### src/rtl/memlane_pkg.sv
// Shared definitions for the data-memory byte-lane path: load/store
// opcodes, store-writer FSM encoding and lane geometry.
package memlane_pkg;

  localparam int NUM_LANES = 4;
  localparam int OP_W      = 6;

  localparam logic [OP_W-1:0] OP_LW  = 6'h23;
  localparam logic [OP_W-1:0] OP_LBU = 6'h24;
  localparam logic [OP_W-1:0] OP_LHU = 6'h25;
  localparam logic [OP_W-1:0] OP_SB  = 6'h28;
  localparam logic [OP_W-1:0] OP_SH  = 6'h29;
  localparam logic [OP_W-1:0] OP_SW  = 6'h2B;

  // IDLE: no write beat on the outputs; BEAT0: first (or only) beat driven;
  // BEAT1: second beat of a word-crossing store driven.
  typedef enum logic [1:0] {
    ST_IDLE  = 2'd0,
    ST_BEAT0 = 2'd1,
    ST_BEAT1 = 2'd2
  } st_state_e;

  // Unshifted byte-enable pattern for a store opcode (0 = not a store).
  function automatic logic [NUM_LANES-1:0] st_base_mask(input logic [OP_W-1:0] op);
    case (op)
      OP_SB:   st_base_mask = 4'b0001;
      OP_SH:   st_base_mask = 4'b0011;
      OP_SW:   st_base_mask = 4'b1111;
      default: st_base_mask = 4'b0000;
    endcase
  endfunction

endpackage

### src/rtl/memin_lane_align.sv
// Combinational store aligner: rotates the store value onto the four byte
// lanes for a given lane offset and produces the 7-bit shifted enable mask
// (bits [6:4] are the lanes that spill into the next word).
module memin_lane_align
  import memlane_pkg::*;
#(
  parameter int DATA_WIDTH = 8
) (
  input  logic [OP_W-1:0]                       opcode,
  input  logic [1:0]                            off,
  input  logic [NUM_LANES*DATA_WIDTH-1:0]       st_data,
  output logic [NUM_LANES-1:0][DATA_WIDTH-1:0]  lane_data,
  output logic [6:0]                            we_mask,
  output logic                                  is_store
);

  logic [NUM_LANES-1:0] base;

  // Opcode decode and shift of the enable pattern by the lane offset
  always_comb begin
    base     = st_base_mask(opcode);
    is_store = |base;
    we_mask  = {3'b000, base} << off;
  end

  // Lane i carries source byte (i - off) mod 4
  for (genvar gi = 0; gi < NUM_LANES; gi++) begin : g_lane
    logic [1:0] src;
    assign src           = 2'(gi) - off;
    assign lane_data[gi] = st_data[int'(src)*DATA_WIDTH +: DATA_WIDTH];
  end

endmodule

### src/rtl/memin_w0.sv
// Store-side byte-lane writer for four byte-wide data memories.
// Accepts sb/sh/sw over StValid/StReady, drives rotated lane data, per-lane
// write enables and the word address, all from registers.
// Optional feature macro: MEMIN_SPLIT_EN -- word-crossing sh/sw are written
// as two beats on consecutive words; without it such stores are dropped and
// AlignErr pulses.
module memin_w0
  import memlane_pkg::*;
#(
  parameter int DATA_WIDTH = 8,
  parameter int ADDR_WIDTH = 10
) (
  input  logic                  Clk,
  input  logic                  Rst_n,
  input  logic                  StValid,
  output logic                  StReady,
  input  logic [OP_W-1:0]       Opcode,
  input  logic [31:0]           Addr,
  input  logic [31:0]           StData,
  output logic [ADDR_WIDTH-1:0] MemAddr,
  output logic [DATA_WIDTH-1:0] Mem0In,
  output logic [DATA_WIDTH-1:0] Mem1In,
  output logic [DATA_WIDTH-1:0] Mem2In,
  output logic [DATA_WIDTH-1:0] Mem3In,
  output logic [NUM_LANES-1:0]  MemWe,
  output logic                  AlignErr
);

  logic [NUM_LANES-1:0][DATA_WIDTH-1:0] al_lanes;
  logic [6:0]                           al_mask;
  logic                                 al_store;
  logic                                 al_split;
  logic                                 accept;
  logic                                 unused_addr_hi;

  st_state_e                            state_q, state_d;
  logic [NUM_LANES-1:0]                 we_q, we_d;
  logic [ADDR_WIDTH-1:0]                addr_q, addr_d;
  logic [NUM_LANES-1:0][DATA_WIDTH-1:0] lane_q, lane_d;
  logic                                 err_q, err_d;
`ifdef MEMIN_SPLIT_EN
  logic [2:0]                           hi_we_q, hi_we_d;
`endif

  memin_lane_align #(.DATA_WIDTH(DATA_WIDTH)) u_align (
    .opcode    (Opcode),
    .off       (Addr[1:0]),
    .st_data   (StData),
    .lane_data (al_lanes),
    .we_mask   (al_mask),
    .is_store  (al_store)
  );

  assign unused_addr_hi = ^Addr[31:ADDR_WIDTH+2];
  assign al_split       = |al_mask[6:4];

  // Ready drops only while beat 0 of a split is on the outputs, since the
  // next cycle is reserved for beat 1.
`ifdef MEMIN_SPLIT_EN
  assign StReady = !((state_q == ST_BEAT0) && (hi_we_q != 3'b000));
`else
  assign StReady = 1'b1;
`endif
  assign accept  = StValid & StReady;

  // Next-state and next-output computation for the write-beat FSM
  always_comb begin
    state_d = state_q;
    we_d    = '0;
    addr_d  = addr_q;
    lane_d  = lane_q;
    err_d   = 1'b0;
`ifdef MEMIN_SPLIT_EN
    hi_we_d = hi_we_q;
    if ((state_q == ST_BEAT0) && (hi_we_q != 3'b000)) begin
      // second beat: same rotated lanes, next word, spill enables
      we_d    = {1'b0, hi_we_q};
      addr_d  = addr_q + ADDR_WIDTH'(1);
      hi_we_d = 3'b000;
      state_d = ST_BEAT1;
    end else if (accept && al_store) begin
      we_d    = al_mask[3:0];
      addr_d  = Addr[ADDR_WIDTH+1:2];
      lane_d  = al_lanes;
      hi_we_d = al_mask[6:4];
      state_d = ST_BEAT0;
    end else begin
      state_d = ST_IDLE;
    end
`else
    if (accept && al_store && al_split) begin
      // word-crossing store cannot be written: drop and flag it
      err_d   = 1'b1;
      state_d = ST_IDLE;
    end else if (accept && al_store) begin
      we_d    = al_mask[3:0];
      addr_d  = Addr[ADDR_WIDTH+1:2];
      lane_d  = al_lanes;
      state_d = ST_BEAT0;
    end else if (state_q != ST_IDLE) begin
      state_d = ST_IDLE;
    end
`endif
  end

  // State and output registers; reset drops any pending second beat
  always_ff @(posedge Clk or negedge Rst_n) begin
    if (!Rst_n) begin
      state_q <= ST_IDLE;
      we_q    <= '0;
      addr_q  <= '0;
      lane_q  <= '0;
      err_q   <= 1'b0;
`ifdef MEMIN_SPLIT_EN
      hi_we_q <= 3'b000;
`endif
    end else begin
      state_q <= state_d;
      we_q    <= we_d;
      addr_q  <= addr_d;
      lane_q  <= lane_d;
      err_q   <= err_d;
`ifdef MEMIN_SPLIT_EN
      hi_we_q <= hi_we_d;
`endif
    end
  end

  assign MemWe    = we_q;
  assign MemAddr  = addr_q;
  assign AlignErr = err_q;
  assign Mem0In   = lane_q[0];
  assign Mem1In   = lane_q[1];
  assign Mem2In   = lane_q[2];
  assign Mem3In   = lane_q[3];

endmodule

### config.mk
export PLATFORM = sky130hd
export DESIGN_NAME = memin_w0
export DESIGN_NICKNAME = d
export VERILOG_FILES = /design/src/rtl/memlane_pkg.sv /design/src/rtl/memin_lane_align.sv /design/src/rtl/memin_w0.sv
export SDC_FILE = /design/constraint.sdc
export NUM_CORES = 1
export LEC_CHECK = 0
export BUFFER_PORTS_ARGS = -buffer_cell sky130_fd_sc_hd__buf_2
export CORE_UTILIZATION = 31
export CTS_BUF_LIST = sky130_fd_sc_hd__clkbuf_4 sky130_fd_sc_hd__clkbuf_8
export DETAILED_ROUTE_END_ITERATION = 16
export PLACE_DENSITY_LB_ADDON = 0.3
export SYNTH_ARGS = -nofsm -noshare
export SYNTH_HDL_FRONTEND = slang
export SYNTH_SLANG_ARGS = --single-unit
export TNS_END_PERCENT = 10
### constraint.sdc
create_clock -name Clk -period 0.95 [get_ports Clk]
set_input_delay 0.1425 -clock Clk [delete_from_list [all_inputs] [get_ports Clk]]
set_output_delay 0.1425 -clock Clk [all_outputs]
set_load 0.1 [all_outputs]
After elaboration in Yosys (flattened, before gate mapping):

Cells that the tools add are included.

* eq/ne operators: 3
* bitwise gates (word level): 1
* reduce and logical (&&, ||, !) cells: 5
* add/sub/neg operators: 4
* shifts and indexed selects: 5
* multiplexer cells: 4

Operator list (count)
* $shiftx A32 B6 Y8: 4
* $eq A6 B6 Y1 const B: 3
* $pmux W4 S3: 1
* $mux W4: 2
* $shl A4 B2 Y7: 1
* $reduce_or A4 Y1: 1
* $sub A1 B2 Y2 const A: 2
* $sub A2 B2 Y2 const A: 2
* $reduce_or A3 Y1: 1
* $logic_and A1 B1 Y1: 2
* $reduce_and A2 Y1: 1
* $mux W1: 1
* $not A1 Y1: 1

* logic and storage cells: 29
* flip-flop bits (word level): 47
* input bits: 73

Logic depth before layout (Yosys ltp):

* word-level depth: 7
* depth in mapped cells: 6

Modules after synthesis:

Synthesis repeated with hierarchy kept, for this count alone.

* cell total of the unflattened synthesis: 164
* area total of the unflattened synthesis: 2849.0 sq um

By module, submodules not included
* memin_w0: area each 1908.1 sq um, sequential area each 1176.1 sq um, cells each 104, instances 1
* memin_lane_align: area each 940.9 sq um, sequential area each 0.0 sq um, cells each 60, instances 1

Worst setup path after synthesis:

Ideal clock, no wire load.

* path kind: input-to-reg
* start: input port Opcode[1]
* end: register lane_q, in the netlist Mem0In[7]
* path buffers: 2
* stages: 5
* setup slack: -0.586 ns
* data arrival time: 1.410 ns
* data required time: 0.825 ns
* path through: buf_2 > a21o_1 > a221oi_4 > buf_6 > mux2_2

* word-level cells in the longest chain between the ends: 7

Ends and longest elaborated chain
* from (decl): RTL line memin_w0.sv:17 `input logic [OP_W-1:0] Opcode,`
* $eq A6 B6 Y1: RTL line memlane_pkg.sv:25 `case (op)`
* $pmux W4 S3 *: RTL line memlane_pkg.sv:25
* $shl A4 B2 Y7 or $reduce_or A4 Y1 (tied branches): RTL line memin_lane_align.sv:23, memin_lane_align.sv:22
* $reduce_or A3 Y1 or $logic_and A1 B1 Y1 (tied branches): RTL line memin_w0.sv:55, memin_w0.sv:91, memin_w0.sv:95
* $logic_and A1 B1 Y1: RTL line memin_w0.sv:91 `if (accept && al_store && al_split) begin`
* $not A1 Y1 (no source line)
* $reduce_and A2 Y1 (no source line) *
* to (signal assigned): RTL line memin_w0.sv:121 `lane_q <= lane_d;`
* to (decl): RTL line memin_w0.sv:39 `logic [NUM_LANES-1:0][DATA_WIDTH-1:0] lane_q, lane_d;`

Mark *: on every way between the ends. The rest lies on a longest branch, timed or not.
A chain may end at the register's enable or synchronous reset.

Final worst setup path:

* start: input port Opcode[4]
* end: register lane_q, in the netlist Mem2In[3]

The elaborated chain is that of the path after synthesis.

==> impl_results.md <==
* Final HPWL from detailed placement at 4.43 mm
* Initial core utilization at 31.9%
* Post-synth top cells: 47 x sky130_fd_sc_hd__dfrtp_1, 32 x sky130_fd_sc_hd__mux4_2, 31 x sky130_fd_sc_hd__mux2_2
* Area contributors post-synth: sky130_fd_sc_hd__dfrtp_1 45%, sky130_fd_sc_hd__mux4_2 28%, sky130_fd_sc_hd__mux2_2 13%, sky130_fd_sc_hd__mux2_1 4.7%, sky130_fd_sc_hd__buf_6 1.7%
* CTS tree: built
* Number of cell rows at 33
* Yosys synthesis warning count at 0
* Critical path fanouts, max at 19
* Most used flip-flop cell after synthesis: sky130_fd_sc_hd__dfrtp_1
* Kind of start point of the critical path: input pin
* Master cell of the clock root buffer: sky130_fd_sc_hd__clkbuf_8
* Synthesis-to-layout area growth at 67.8%
* Area after detailed placement at 0.00413 mm2
* Final Hold Viols at 0
* DRC marker count from the first detailed-route iteration at 47
* Worst Clk Skew at 0 ns
* CTS clock-pin slew for the worst setup and hold paths at 0.09 ns
* RSZ-0062 raised after global routing: true
* Unique cell type count in the Yosys netlist at 23
* Final antenna diode count at 0
* Routed WL per cell at 16.1 um
* Fraction of post-synthesis cell area in the top cell type by area at 44.9%
* Die Ht at 93.9 um
* Non-filler cells, final at 378
* Fin crit share at 136%
* Average cell area after synthesis at 16.8 um2
* Most repeated cell in the gate-level netlist after synthesis: sky130_fd_sc_hd__dfrtp_1
* Number of flops mapped to enable cells by yosys at 0
* Number of levels in the clock H-tree at 2
* Drt first pass iters at 4
* Number of nets at the end of the flow at 345
* Pwr dens at approximately 2300 mW/mm2
* Post-synthesis async set-or-reset flop share at 100%
* Leading area contributor after synthesis: sky130_fd_sc_hd__dfrtp_1
* Largest net degree at the start of global routing at 23
* Total track usage at 14.6%
* Count of pins over their slew limit at 0
* Post-synthesis sequential area ratio at between 40% and 50%
* Cell area after layout at 0.00440 mm2
* Type of the worst setup path: input pin to register
* Number of top-level pins at roughly 120
* Number of antenna violations at the first check in global routing at 0
* Drt via density at 4.96
* Fin worst setup slack at -0.346 ns
* Vias at roughly 1900
* # port buffers at 99
* Mapped cell area at roughly 0.0026 mm2
* Worst endpoint data arrival time at 1.49 ns
* Total grt overflow at 0
* Clock sink count at 47
* Worst hold path class: input pin to register
* Die footprint at 0.00882 mm2
* Synthesized net count at 229
* Worst skew pair latency at 0.29 ns
* Total power of the final layout at 0.0102 W
* Wire length of the first global-routing pass at 10.0 mm
* Leakage power summed over all cells at 1.95 nW
* Result of the run: finished with violations
* Antenna-violating nets left at 0
* Violated checks: negative setup slack
* Flip-flop and latch count after synthesis at 47
* Ratio of cells with drive above 1 in the final layout at roughly three quarters
* Final setup violation count at 91
* DRC at 0
* Total Neg Setup Slack at -17.83 ns
* Die width at 93.9 um
* Peak VDD IR at 1.47 mV
* Maximum clock rate at slightly below 800 MHz
* Post-detailed-routing wire length at 6.09 mm
* Worst endpoint required time at 1.14 ns
* Crit end category: register
* Largest buffer count on any clock path at 2
* Maximum Capacitance Violations at 0
* Cell Count Post-Placement at 365
* Number of global-route vias before repair at between 1500 and 2000
* Area of the core region at approximately 0.008 mm2
* Min Tclk post-route at 1.30 ns
* Routability-driven placement congestion ratio at 0.671
* Clock buffer count from CTS at 5
* Post-Syn Instances at 156
cells in the final DEF (no fill, tap or decap):
cell type and count:
sky130_fd_sc_hd__nand2_2 1, sky130_fd_sc_hd__clkbuf_16 1, sky130_fd_sc_hd__mux2_1 9, sky130_fd_sc_hd__maj3_1 1, sky130_fd_sc_hd__a21o_1 1, sky130_fd_sc_hd__a21oi_1 2
sky130_fd_sc_hd__clkbuf_8 6, sky130_fd_sc_hd__buf_4 13, sky130_fd_sc_hd__and3_1 1, sky130_fd_sc_hd__a221oi_4 1, sky130_fd_sc_hd__conb_1 1, sky130_fd_sc_hd__and2_1 1
sky130_fd_sc_hd__mux2_4 23, sky130_fd_sc_hd__mux2_2 10, sky130_fd_sc_hd__bufinv_16 1, sky130_fd_sc_hd__inv_6 1, sky130_fd_sc_hd__buf_6 3, sky130_fd_sc_hd__nor3b_2 2
sky130_fd_sc_hd__clkbuf_4 1, sky130_fd_sc_hd__buf_12 55, sky130_fd_sc_hd__nor3b_1 1, sky130_fd_sc_hd__dfrtp_1 47, sky130_fd_sc_hd__nor4bb_1 1, sky130_fd_sc_hd__mux4_2 32
sky130_fd_sc_hd__and4bb_2 1, sky130_fd_sc_hd__nand2b_1 2, sky130_fd_sc_hd__dlygate4sd3_1 1, sky130_fd_sc_hd__nor2_1 4, sky130_fd_sc_hd__buf_2 49, sky130_fd_sc_hd__nand3b_1 1
routing by layer:
metal  vias to the layer above  routed length (um)  track usage [%]  part of all wire [%]
met2                        62                3000             24.5                    49
met5                         -                   0                0                     0
li1                        845                   -                -                     -
met1                       964                2720             19.4                    45
met3                         2                 355             3.72                   5.8
met4                         0                  10             1.92                  0.16
layout make-up:
type,count,area (um2)
sequential,47,1180
clock inverter,2,38.8
multi-input combinational,95,1450
timing repair buffer,123,1520
tap,105,131
fill,643,3820
clock buffer,6,82.6
per-stage QoR:
stage	hold WS, ns	setup slack, ns	utilization [%]
final	0.0536	-0.346	53.5
after global routing	0.0452	-0.403	53.5
after CTS	0.0457	-0.331	53.2
after detailed placement	0.0479	-0.697	50.3
after global placement	0.0444	-0.654	50.3
after floorplan	-0.153	-0.580	-
cell families (layout without fill, tap and decap cells):
family,count (synthesis),count (layout),synth area share (%)
buffers and inverters,14,131,3.58
AO/OA/AOI/OAI,4,4,1.67
other,1,1,0.143
AND/OR/NAND/NOR,15,15,3.77
adder cells (fa/ha/maj),1,1,0.382
multiplexers,74,74,45.6
flip-flops,47,47,44.9
path summary, 6_finish.rpt:
| check | start | to | slack, ns | depth (start not counted) |
|---|---|---|---|---|
| worst max-delay path | Opcode[4] | Mem2In[3]$_DFFE_PN0P_ | -0.35 | 7 |
| worst min-delay path | Addr[9] | MemAddr[7]$_DFFE_PN0P_ | 0.05 | 2 |
| worst max register to register | Mem3In[4]$_DFFE_PN0P_ | Mem3In[4]$_DFFE_PN0P_ | 0.12 | 1 |
| worst min register to register | MemAddr[2]$_DFFE_PN0P_ | MemAddr[2]$_DFFE_PN0P_ | 0.56 | 1 |
| max in group asynchronous | Rst_n | MemWe[1]$_DFF_PN0_ | 0.26 | 3 |
| min in group asynchronous | Rst_n | Mem1In[5]$_DFFE_PN0P_ | 0.28 | 2 |
registers in the layout, summed over array words and instances, names as in the netlist:
name,count
Mem2In,8
MemAddr,10
Mem1In,8
Mem3In,8
AlignErr,1
MemWe,4
Mem0In,8
where the power goes:
part           total [W]  switching [W]  internal, W
clock            0.00157       0.000706     0.000867
sequential       0.00284       0.000448      0.00239
combinational    0.00574        0.00348      0.00226
total             0.0102        0.00464      0.00552
critical path, cell delays in order:
cell and delay, ns:
sky130_fd_sc_hd__buf_6 0.09, sky130_fd_sc_hd__and4bb_2 0.29, sky130_fd_sc_hd__nand2_2 0.08, sky130_fd_sc_hd__a221oi_4 0.22
sky130_fd_sc_hd__buf_6 0.16, sky130_fd_sc_hd__buf_12 0.16, sky130_fd_sc_hd__mux2_2 0.34
timing repair:
action	in CTS	in global routing
hold buffers	1	0
resized for setup	17	5
buffers inserted	2	1
hold endpoints to repair	23	0
pin swaps	0	0
gates cloned	1	1
setup endpoints to repair	91	92
Note: power is estimated with default switching activity, not from simulation.
